[config.mk]
export PLATFORM = sky130hd
export DESIGN_NAME = total_alu_mdu
export DESIGN_NICKNAME = d
export VERILOG_FILES = /design/src/rtl/total_alu_mdu_pkg.sv /design/src/rtl/total_alu_mdu_seq_muldiv.sv /design/src/rtl/total_alu_mdu.sv
export SDC_FILE = /design/constraint.sdc
export NUM_CORES = 1
export LEC_CHECK = 0
export BUFFER_PORTS_ARGS = -buffer_cell sky130_fd_sc_hd__buf_2
export CAP_MARGIN = 15
export CELL_PAD_IN_SITES_DETAIL_PLACEMENT = 0
export CELL_PAD_IN_SITES_GLOBAL_PLACEMENT = 1
export CORE_ASPECT_RATIO = 0.7
export CORE_MARGIN = 1.5
export CORE_UTILIZATION = 43
export CTS_CLUSTER_SIZE = 14
export DETAILED_ROUTE_END_ITERATION = 7
export HOLD_SLACK_MARGIN = 0.12
export PLACE_DENSITY = 0.89
export SLEW_MARGIN = 15
export SYNTH_ARGS = -nofsm -noshare
export SYNTH_HDL_FRONTEND = slang
export SYNTH_SLANG_ARGS = --single-unit
[constraint.sdc]
create_clock -name clk -period 5.9 [get_ports clk]
set_clock_uncertainty 0.1 [all_clocks]
set_input_delay 1.18 -clock clk [delete_from_list [all_inputs] [get_ports clk]]
set_output_delay 1.18 -clock clk [all_outputs]
set_load 0.01 [all_outputs]
[src/rtl/total_alu_mdu_pkg.sv]
// Funct codes and MDU state encoding shared by the ALU top and the multiply/divide unit.
package alu_pkg;

  localparam logic [5:0] F_SLL   = 6'd0;
  localparam logic [5:0] F_SRL   = 6'd2;
  localparam logic [5:0] F_SRA   = 6'd3;
  localparam logic [5:0] F_MFHI  = 6'd16;
  localparam logic [5:0] F_MFLO  = 6'd18;
  localparam logic [5:0] F_MULTU = 6'd25;
  localparam logic [5:0] F_DIVU  = 6'd27;
  localparam logic [5:0] F_ADD   = 6'd32;
  localparam logic [5:0] F_SUB   = 6'd34;
  localparam logic [5:0] F_AND   = 6'd36;
  localparam logic [5:0] F_OR    = 6'd37;
  localparam logic [5:0] F_NOR   = 6'd39;
  localparam logic [5:0] F_SLT   = 6'd42;
  localparam logic [5:0] F_SLTU  = 6'd43;

  typedef enum logic [1:0] {
    S_IDLE = 2'd0,
    S_RUN  = 2'd1,
    S_DONE = 2'd2
  } mdu_state_e;

endpackage

[src/rtl/total_alu_mdu_seq_muldiv.sv]
// Iterative unsigned multiply (shift-add) / divide (restoring), one bit per clock, WIDTH clocks per op.
// HI/LO are written on the last iteration edge; done pulses for the cycle that follows.
module seq_muldiv
  import alu_pkg::*;
#(
  parameter int WIDTH = 32
) (
  input  logic             clk,
  input  logic             reset,
  input  logic [5:0]       signal_i,
  input  logic [WIDTH-1:0] a_i,
  input  logic [WIDTH-1:0] b_i,
  output logic [WIDTH-1:0] hi_o,
  output logic [WIDTH-1:0] lo_o,
  output logic             busy_o,
  output logic             done_o,
  output logic             div0_o
);

  localparam int CW = $clog2(WIDTH);

  mdu_state_e       state_q;
  logic             armed_q, is_div_q, busy_q, done_q, div0_q;
  logic [CW-1:0]    cnt_q;
  logic [WIDTH-1:0] acc_q, sh_q, b_q, hi_q, lo_q;
  logic [WIDTH-1:0] acc_d, sh_d;

  logic             mdu_req;
  logic [WIDTH:0]   mul_sum;
  logic [WIDTH:0]   rem_sh;
  logic [WIDTH+1:0] diff;
  logic             ge;

  assign mdu_req = (signal_i == F_MULTU) || (signal_i == F_DIVU);

  // acc/sh act as {HI,LO} for multiply and as {remainder, dividend/quotient} for divide.
  always_comb begin
    mul_sum = {1'b0, acc_q} + (sh_q[0] ? {1'b0, b_q} : '0);
    rem_sh  = {acc_q, sh_q[WIDTH-1]};
    diff    = {1'b0, rem_sh} - {2'b00, b_q};
    ge      = ~diff[WIDTH+1];
    acc_d   = mul_sum[WIDTH:1];
    sh_d    = {mul_sum[0], sh_q[WIDTH-1:1]};
    if (is_div_q) begin
      acc_d = ge ? diff[WIDTH-1:0] : rem_sh[WIDTH-1:0];
      sh_d  = {sh_q[WIDTH-2:0], ge};
    end
  end

  always_ff @(posedge clk) begin
    if (reset) begin
      state_q  <= S_IDLE;
      armed_q  <= 1'b1;
      is_div_q <= 1'b0;
      busy_q   <= 1'b0;
      done_q   <= 1'b0;
      div0_q   <= 1'b0;
      cnt_q    <= '0;
      acc_q    <= '0;
      sh_q     <= '0;
      b_q      <= '0;
      hi_q     <= '0;
      lo_q     <= '0;
    end else begin
      if (!mdu_req) armed_q <= 1'b1;
      case (state_q)
        S_IDLE: begin
          if (mdu_req && armed_q) begin
            armed_q  <= 1'b0;
            state_q  <= S_RUN;
            cnt_q    <= '0;
            acc_q    <= '0;
            sh_q     <= a_i;
            b_q      <= b_i;
            is_div_q <= (signal_i == F_DIVU);
            div0_q   <= 1'b0;
            busy_q   <= 1'b1;
          end
        end
        S_RUN: begin
          acc_q <= acc_d;
          sh_q  <= sh_d;
          cnt_q <= cnt_q + 1'b1;
          if (cnt_q == CW'(WIDTH - 1)) begin
            hi_q    <= acc_d;
            lo_q    <= sh_d;
            state_q <= S_DONE;
            busy_q  <= 1'b0;
            done_q  <= 1'b1;
            div0_q  <= is_div_q && (b_q == '0);
          end
        end
        S_DONE: begin
          done_q  <= 1'b0;
          state_q <= S_IDLE;
        end
        default: state_q <= S_IDLE;
      endcase
    end
  end

  assign hi_o   = hi_q;
  assign lo_o   = lo_q;
  assign busy_o = busy_q;
  assign done_o = done_q;
  assign div0_o = div0_q;

endmodule

[src/rtl/total_alu_mdu.sv]
// EX-stage ALU: single-cycle combinational ops plus MFHI/MFLO reads of the sequential MDU.
module total_alu_mdu
  import alu_pkg::*;
#(
  parameter int WIDTH = 32,
  parameter int SHW   = $clog2(WIDTH)
) (
  input  logic             clk,
  input  logic             reset,
  input  logic [WIDTH-1:0] dataA,
  input  logic [WIDTH-1:0] dataB,
  input  logic [5:0]       Signal,
  output logic [WIDTH-1:0] Output,
  output logic             busy,
  output logic             done,
  output logic             div0
);

  logic [WIDTH-1:0] hi, lo;
  logic [SHW-1:0]   shamt;

  assign shamt = dataB[SHW-1:0];

  seq_muldiv #(.WIDTH(WIDTH)) u_mdu (
    .clk      (clk),
    .reset    (reset),
    .signal_i (Signal),
    .a_i      (dataA),
    .b_i      (dataB),
    .hi_o     (hi),
    .lo_o     (lo),
    .busy_o   (busy),
    .done_o   (done),
    .div0_o   (div0)
  );

  // MULTU/DIVU and unknown codes fall into default and read as zero.
  always_comb begin
    Output = '0;
    case (Signal)
      F_AND:  Output = dataA & dataB;
      F_OR:   Output = dataA | dataB;
      F_NOR:  Output = ~(dataA | dataB);
      F_ADD:  Output = dataA + dataB;
      F_SUB:  Output = dataA - dataB;
      F_SLT:  Output = {{(WIDTH-1){1'b0}}, $signed(dataA) < $signed(dataB)};
      F_SLTU: Output = {{(WIDTH-1){1'b0}}, dataA < dataB};
      F_SLL:  Output = dataA << shamt;
      F_SRL:  Output = dataA >> shamt;
      F_SRA:  Output = $unsigned($signed(dataA) >>> shamt);
      F_MFHI: Output = hi;
      F_MFLO: Output = lo;
      default: Output = '0;
    endcase
  end

endmodule

==> qor.txt, run 1 <==
Yosys warns: 0
Clk root buf: clkbuf_16
Min-delay src: u_mdu.hi_o[13]$_SDFFE_PP0P_
Num rows: 65
Antenna violation net count after detailed routing: 0
Tightest Pin Transition: 1.04 ns
Hold buffer count at CTS: 0
Starting Density: 43.9%
Worst skew pair latency: 0.44 ns
CTS Buffer Depth: 2
Fmax: 174 MHz
Largest net degree at the start of global routing: 90
Final instance area: 0.0221 mm²
Seq/Total Area, Yosys: 17.2%
Yosys top cell area share: 17.2%
Initial antenna violation count: 2
Setup crit end kind: primary output
Type of the worst min-delay path: flop to flop
Finished Layout Cells: 3379
CTS sink cnt: 172
Vias: 23000
Final core utilization: 48.5%
Mapped cell area: 0.0200 mm²
FF+latch count, synth: 172
Max-cap viol count: 0
Count leader, synth: nand2_1
Crit Path Max Fanout: 7
Clock power frac: 30.5%
Post-synthesis net count: 2954
H-tree depth: 4
P_sw: 1.45 mW
Dpl cell area: 0.0215 mm²
First-pass GRT wire length: 140000 µm
CP Cell Sequence: buf_2 > ha_1 > fa_1 > a21oi_2 > o21ai_0 > and4_1 > o21ai_1 > a21oi_1 > o211a_1 > or2_2 > o221a_2 > o21ai_0 > buf_2
RSZ-0062 raised after global routing: false
Period Utilization, post-route: 97.2%
Syn Inst Count: 2712
Setup TNS: 0 ns
Crit path time final: 5.74 ns
Fin. Hold Viols: 0
WP data required: 4.62 ns
CTS clk-pin slew, worst paths: 0.07 ns
GRT Util Overall: 39.9%
Cell depth of the worst flop-to-flop path: 13
Number of global-route vias before repair: 20300
Via/cell ratio: 6.80
Slew Limit Fails: 0
Seq pwr share: 32.4%
Core area: 0.0455 mm²
DRT Wirelength: 97900 µm
CTS resizes: 0
Total grt overflow: 0
Worst flop-to-flop path endpoint: u_mdu.acc_q[31]$_SDFFE_PP0P_
Cell Pwr Density: 166 mW/mm²
Avg Cell Area, Syn: 7.37 µm²
Number of setup buffers added after CTS: 0
TritonCTS clock tree: yes
Reg2reg start: u_mdu.sh_q[0]$_SDFFE_PP0P_
Dpl hpwl: 77200 µm
Leading register cell type out of synthesis: dfxtp_1
Post-synth EDFFs: 0
DP Cell Count: 3347
# port buffers: 106
Max incr delay on CP: 0.45 ns
Antenna diodes: 0
Post-synth top area cell: dfxtp_1
Pre-CTS setup slack: 0.135 ns
Final Worst Setup Slack: 0.164 ns
Number of DRC markers in iteration 0: 3399
Synth top area cells: dfxtp_1, ha_1, mux4_2
Run status: completed
# IOs: 107
Layout cells sized above 1: 13.0%
CTS Buf Count: 17
DIE WIDTH: 261 µm
Area growth syn-to-layout: 10.5%
Number of distinct library cells after synthesis: 86
Internal power: 2.21 mW
Final setup vio count: 0
Slowest CP cell: fa_1
GP Congestion: 1.09
Power share of the combinational group: 37.1%
Sw frac: 39.6%
Layout net count: 3005
Die height: 183 µm
Relative slew slack: 30.2%
CP Launch Type: primary input
Worst EP arrival: 4.46 ns
DRC viols: 0
R2R setup slack: 1.33 ns
Lkg Pwr: 8.85 nW
CP Class: primary input to primary output
DR WL/cell: 29.0 µm
Hold Path Sink: u_mdu.hi_o[13]$_SDFFE_PP0P_
WHS Path Cells: 2
Synth async-reset ratio: 0%
Pre-antenna DRT Iters: 8
Die area: 0.0478 mm²
Worst vdd ir: 211 µV
Synth cell count leaders: nand2_1, nor2_1, a21oi_1
## power by group through the flow
stage / registers [mW] / logic, mW / clock network, mW
floorplan: 1.21 / 0.778 / 0
global placement: 1.21 / 1.29 / 0
detailed placement: 1.21 / 1.29 / 0
CTS: 1.19 / 1.29 / 1.12
global route: 1.19 / 1.42 / 1.17
finish: 1.19 / 1.36 / 1.12
## placed cells by master, fill, tap and decap left out, drive strengths merged, types with 22 or more instances in the layout
master and n:
a31oi 26, xnor2 61, a21oi 226, nor3 47, and2 46, nand2 309
inv 158, a21o 41, and3 47, o211ai 23, ha 166, a22oi 33
nor2 287, a221oi 30, nor2b 22, a211oi 105, o21ai 175, o21a 22
buf 223, nand3 48, dfxtp 172, mux2i 88, mux4 52
## layout make-up
cell class,count,area (µm²)
well taps,603,754
clock inverters,14,130
multi-input cells,2198,15300
repair buffers,223,1480
inverters,151,567
flip-flops and latches,172,3450
clock buffers,18,439
fillers,4616,23400
## flip-flops by register name, indices dropped and copies added (netlist names)
signal          flops
u_mdu.hi_o         32
u_mdu.state_q       2
u_mdu.lo_o         32
u_mdu.done_o        1
u_mdu.sh_q         32
u_mdu.is_div_q      1
u_mdu.div0_o        1
u_mdu.busy_o        1
u_mdu.armed_q       1
u_mdu.b_q          32
u_mdu.cnt_q         5
u_mdu.acc_q        32
## metal layers
layer	vias up	track usage (%)	part of all wire, %
li1	10100	-	-
met4	0	9.34	2.7
met1	11200	62.6	46
met2	1573	51.6	37
met5	-	0	0
met3	137	11.7	14
## stage by stage
step,hold slack [ns],power (mW)
after CTS,0.369,3.60
after floorplan,0.336,1.98
after global placement,0.354,2.50
after detailed placement,0.358,2.50
after global routing,0.387,3.78
final,0.370,3.67
## cell families after synthesis
group | count (synthesis) | share of synthesized area (%)
multiplexers | 148 | 10.7
AO/OA/AOI/OAI | 898 | 30.5
buffers and inverters | 342 | 6.68
AND/OR/NAND/NOR | 903 | 20.6
adder cells (fa/ha/maj) | 170 | 10.8
XOR/XNOR | 79 | 3.46
flip-flops | 172 | 17.2
## worst max-delay path by stage
stage,from,to,slack [ns],cells after the start
floorplan,dataB[2],Output[31],0.06,15
global placement,dataA[0],Output[28],0.10,13
detailed placement,dataA[0],Output[28],0.13,13
CTS,dataA[0],Output[28],0.11,13
global route,dataA[10],Output[31],0.009,14
finish,dataA[0],Output[28],0.16,13
## worst max-delay path: cells and delay by family
kind                       cells  cell delay, ns
buffers and inverters          2            0.36
AOI/OAI and AO/OA              7            1.57
and+or+nand+nor                2            0.61
adders and majority gates      2            0.72
(Power assumes the default switching activity.)
==> run 2, diff against run 1 <==
--- a/config.mk
+++ b/config.mk
@@ -6,7 +6,6 @@
 export NUM_CORES = 1
 export LEC_CHECK = 0
 export BUFFER_PORTS_ARGS = -buffer_cell sky130_fd_sc_hd__buf_2
-export CAP_MARGIN = 15
 export CELL_PAD_IN_SITES_DETAIL_PLACEMENT = 0
 export CELL_PAD_IN_SITES_GLOBAL_PLACEMENT = 1
 export CORE_ASPECT_RATIO = 0.7
@@ -15,7 +14,7 @@
 export CTS_CLUSTER_SIZE = 14
 export DETAILED_ROUTE_END_ITERATION = 7
 export HOLD_SLACK_MARGIN = 0.12
-export PLACE_DENSITY = 0.89
+export PLACE_DENSITY = 0.76
 export SLEW_MARGIN = 15
 export SYNTH_ARGS = -nofsm -noshare
 export SYNTH_HDL_FRONTEND = slang
==> qor.txt, run 2 (same netlist as run 1, synthesis figures left out) <==
Die area: 0.0478 mm²
Max-cap viol count: 0
Fmax: 170 MHz
Clk root buf: clkbuf_16
DIE WIDTH: 261 µm
Lkg Pwr: 8.91 nW
CTS Buffer Depth: 2
Cell depth of the worst flop-to-flop path: 12
Commonest non-fill, non-tap cells in the layout: nand2_1, nor2_1, a21oi_1
Initial antenna violation count: 3
Number of setup buffers added after CTS: 0
Run status: completed
Worst vdd ir: 140 µV
DRC viols: 0
Relative slew slack: 15.6%
Starting Density: 43.9%
Pre-CTS setup slack: 0.0789 ns
Slew Limit Fails: 0
H-tree depth: 4
Crit Path Max Fanout: 66
# IOs: 107
Total grt overflow: 0
RSZ-0062 raised after global routing: false
Fin. Hold Viols: 0
Number of global-route vias before repair: 20200
Pre-antenna DRT Iters: 8
CTS sink cnt: 172
Core area: 0.0455 mm²
DRT Wirelength: 97000 µm
TritonCTS clock tree: yes
Filler instances: 4638
Multi-input combinational cell area: 0.0153 mm²
Number of DRC markers in iteration 0: 3405
CTS clk-pin slew, worst paths: 0.07 ns
Period Utilization, post-route: 99.9%
Largest net degree at the start of global routing: 79
Layout net count: 3009
DR WL/cell: 28.7 µm
Crit path time final: 5.90 ns
Crit path from: dataB[0]
R2R setup slack: 1.16 ns
CP Class: primary input to primary output
Num rows: 65
First-pass GRT wire length: 140000 µm
Tightest Pin Transition: 1.25 ns
GRT Util Overall: 39.7%
Antenna violation net count after detailed routing: 0
Antenna diodes: 0
Final setup vio count: 0
Area growth syn-to-layout: 10.9%
Final Worst Setup Slack: 0.00366 ns
Vias: 22800
Reg2reg start: u_mdu.sh_q[0]$_SDFFE_PP0P_
Worst skew pair latency: 0.45 ns
CP Launch Type: primary input
WP data required: 4.62 ns
Worst flop-to-flop path endpoint: u_mdu.acc_q[31]$_SDFFE_PP0P_
Setup TNS: 0 ns
Setup crit end kind: primary output
Via/cell ratio: 6.73
CTS Buf Count: 17
GP Congestion: 1.06
Critical path endpoint: Output[0]
Register Area: 0.00345 mm²
Die height: 183 µm
Dpl hpwl: 76400 µm
Worst EP arrival: 4.62 ns
Commonest non-fill, non-tap cell in the layout: nand2_1
Type of the worst min-delay path: flop to flop
# port buffers: 106
Layout cells sized above 1: 13.0%
Cell Pwr Density: 169 mW/mm²
==> run 2: cell type report <==
| type | instances | area share, % |
|---|---|---|
| Sequential cell | 172 | 15.6 |
| Inverter | 151 | 2.56 |
| Tap cell | 603 | 3.41 |
| Clock inverter | 13 | 0.774 |
| Clock buffer | 19 | 2.00 |
| Timing Repair Buffer | 227 | 6.82 |
| Multi-Input combinational cell | 2198 | 68.9 |
==> run 2: critical path: stages <==
cell	delay, ns
buf_4	0.12
buf_12	0.36
inv_1	0.34
ha_1	0.29
xnor2_1	0.12
a22oi_1	0.70
o221ai_1	0.26
a221oi_1	0.43
o311ai_0	0.21
a21oi_1	0.22
o21ai_0	0.11
buf_2	0.18
==> run 2: worst min path at each step <==
stage | startpoint | cells after the start | slack, ns | endpoint
6_report | u_mdu.div0_o$_SDFFE_PP0P_ | 2 | 0.37 | u_mdu.div0_o$_SDFFE_PP0P_
2_1_floorplan | u_mdu.hi_o[6]$_SDFFE_PP0P_ | 2 | 0.34 | u_mdu.hi_o[6]$_SDFFE_PP0P_
3_3_place_gp | u_mdu.busy_o$_SDFFE_PP0P_ | 2 | 0.34 | u_mdu.busy_o$_SDFFE_PP0P_
4_1_cts | u_mdu.busy_o$_SDFFE_PP0P_ | 2 | 0.36 | u_mdu.busy_o$_SDFFE_PP0P_
3_5_place_dp | u_mdu.busy_o$_SDFFE_PP0P_ | 2 | 0.35 | u_mdu.busy_o$_SDFFE_PP0P_
5_1_grt | u_mdu.b_q[12]$_SDFFE_PP0P_ | 2 | 0.39 | u_mdu.b_q[12]$_SDFFE_PP0P_
==> run 2: timing repair <==
action                     4_1_cts  5_1_grt
setup endpoints to repair        0        9
hold buffers                     0        0
resized for setup                0       14
==> run 2: power by group <==
part           switching, mW  leakage, nW  internal [mW]  total [mW]
clock                  0.548        0.304          0.657        1.21
combinational          0.875         7.21          0.467        1.34
sequential            0.0157         1.39           1.17        1.19
==> run 2: metrics by stage <==
step / hold slack, ns / power, mW / instances / area, µm² / util (%)
floorplan: 0.336 / 1.98 / 2712 / 20000 / -
global placement: 0.340 / 2.48 / 3351 / 21500 / 47.3
detailed placement: 0.354 / 2.48 / 3351 / 21500 / 47.3
CTS: 0.365 / 3.68 / 3383 / 22100 / 48.6
global route: 0.390 / 3.86 / 3383 / 22200 / 48.7
finish: 0.367 / 3.73 / 3383 / 22200 / 48.7
==> run 2: per-layer routing <==
layer / track usage [%] / vias up / wire length [µm]
li1: - / 10100 / -
met1: 60.5 / 11200 / 45000
met2: 51.1 / 1388 / 36300
met3: 14.4 / 119 / 13400
met4: 9.43 / 4 / 2240
met5: 0 / - / 23
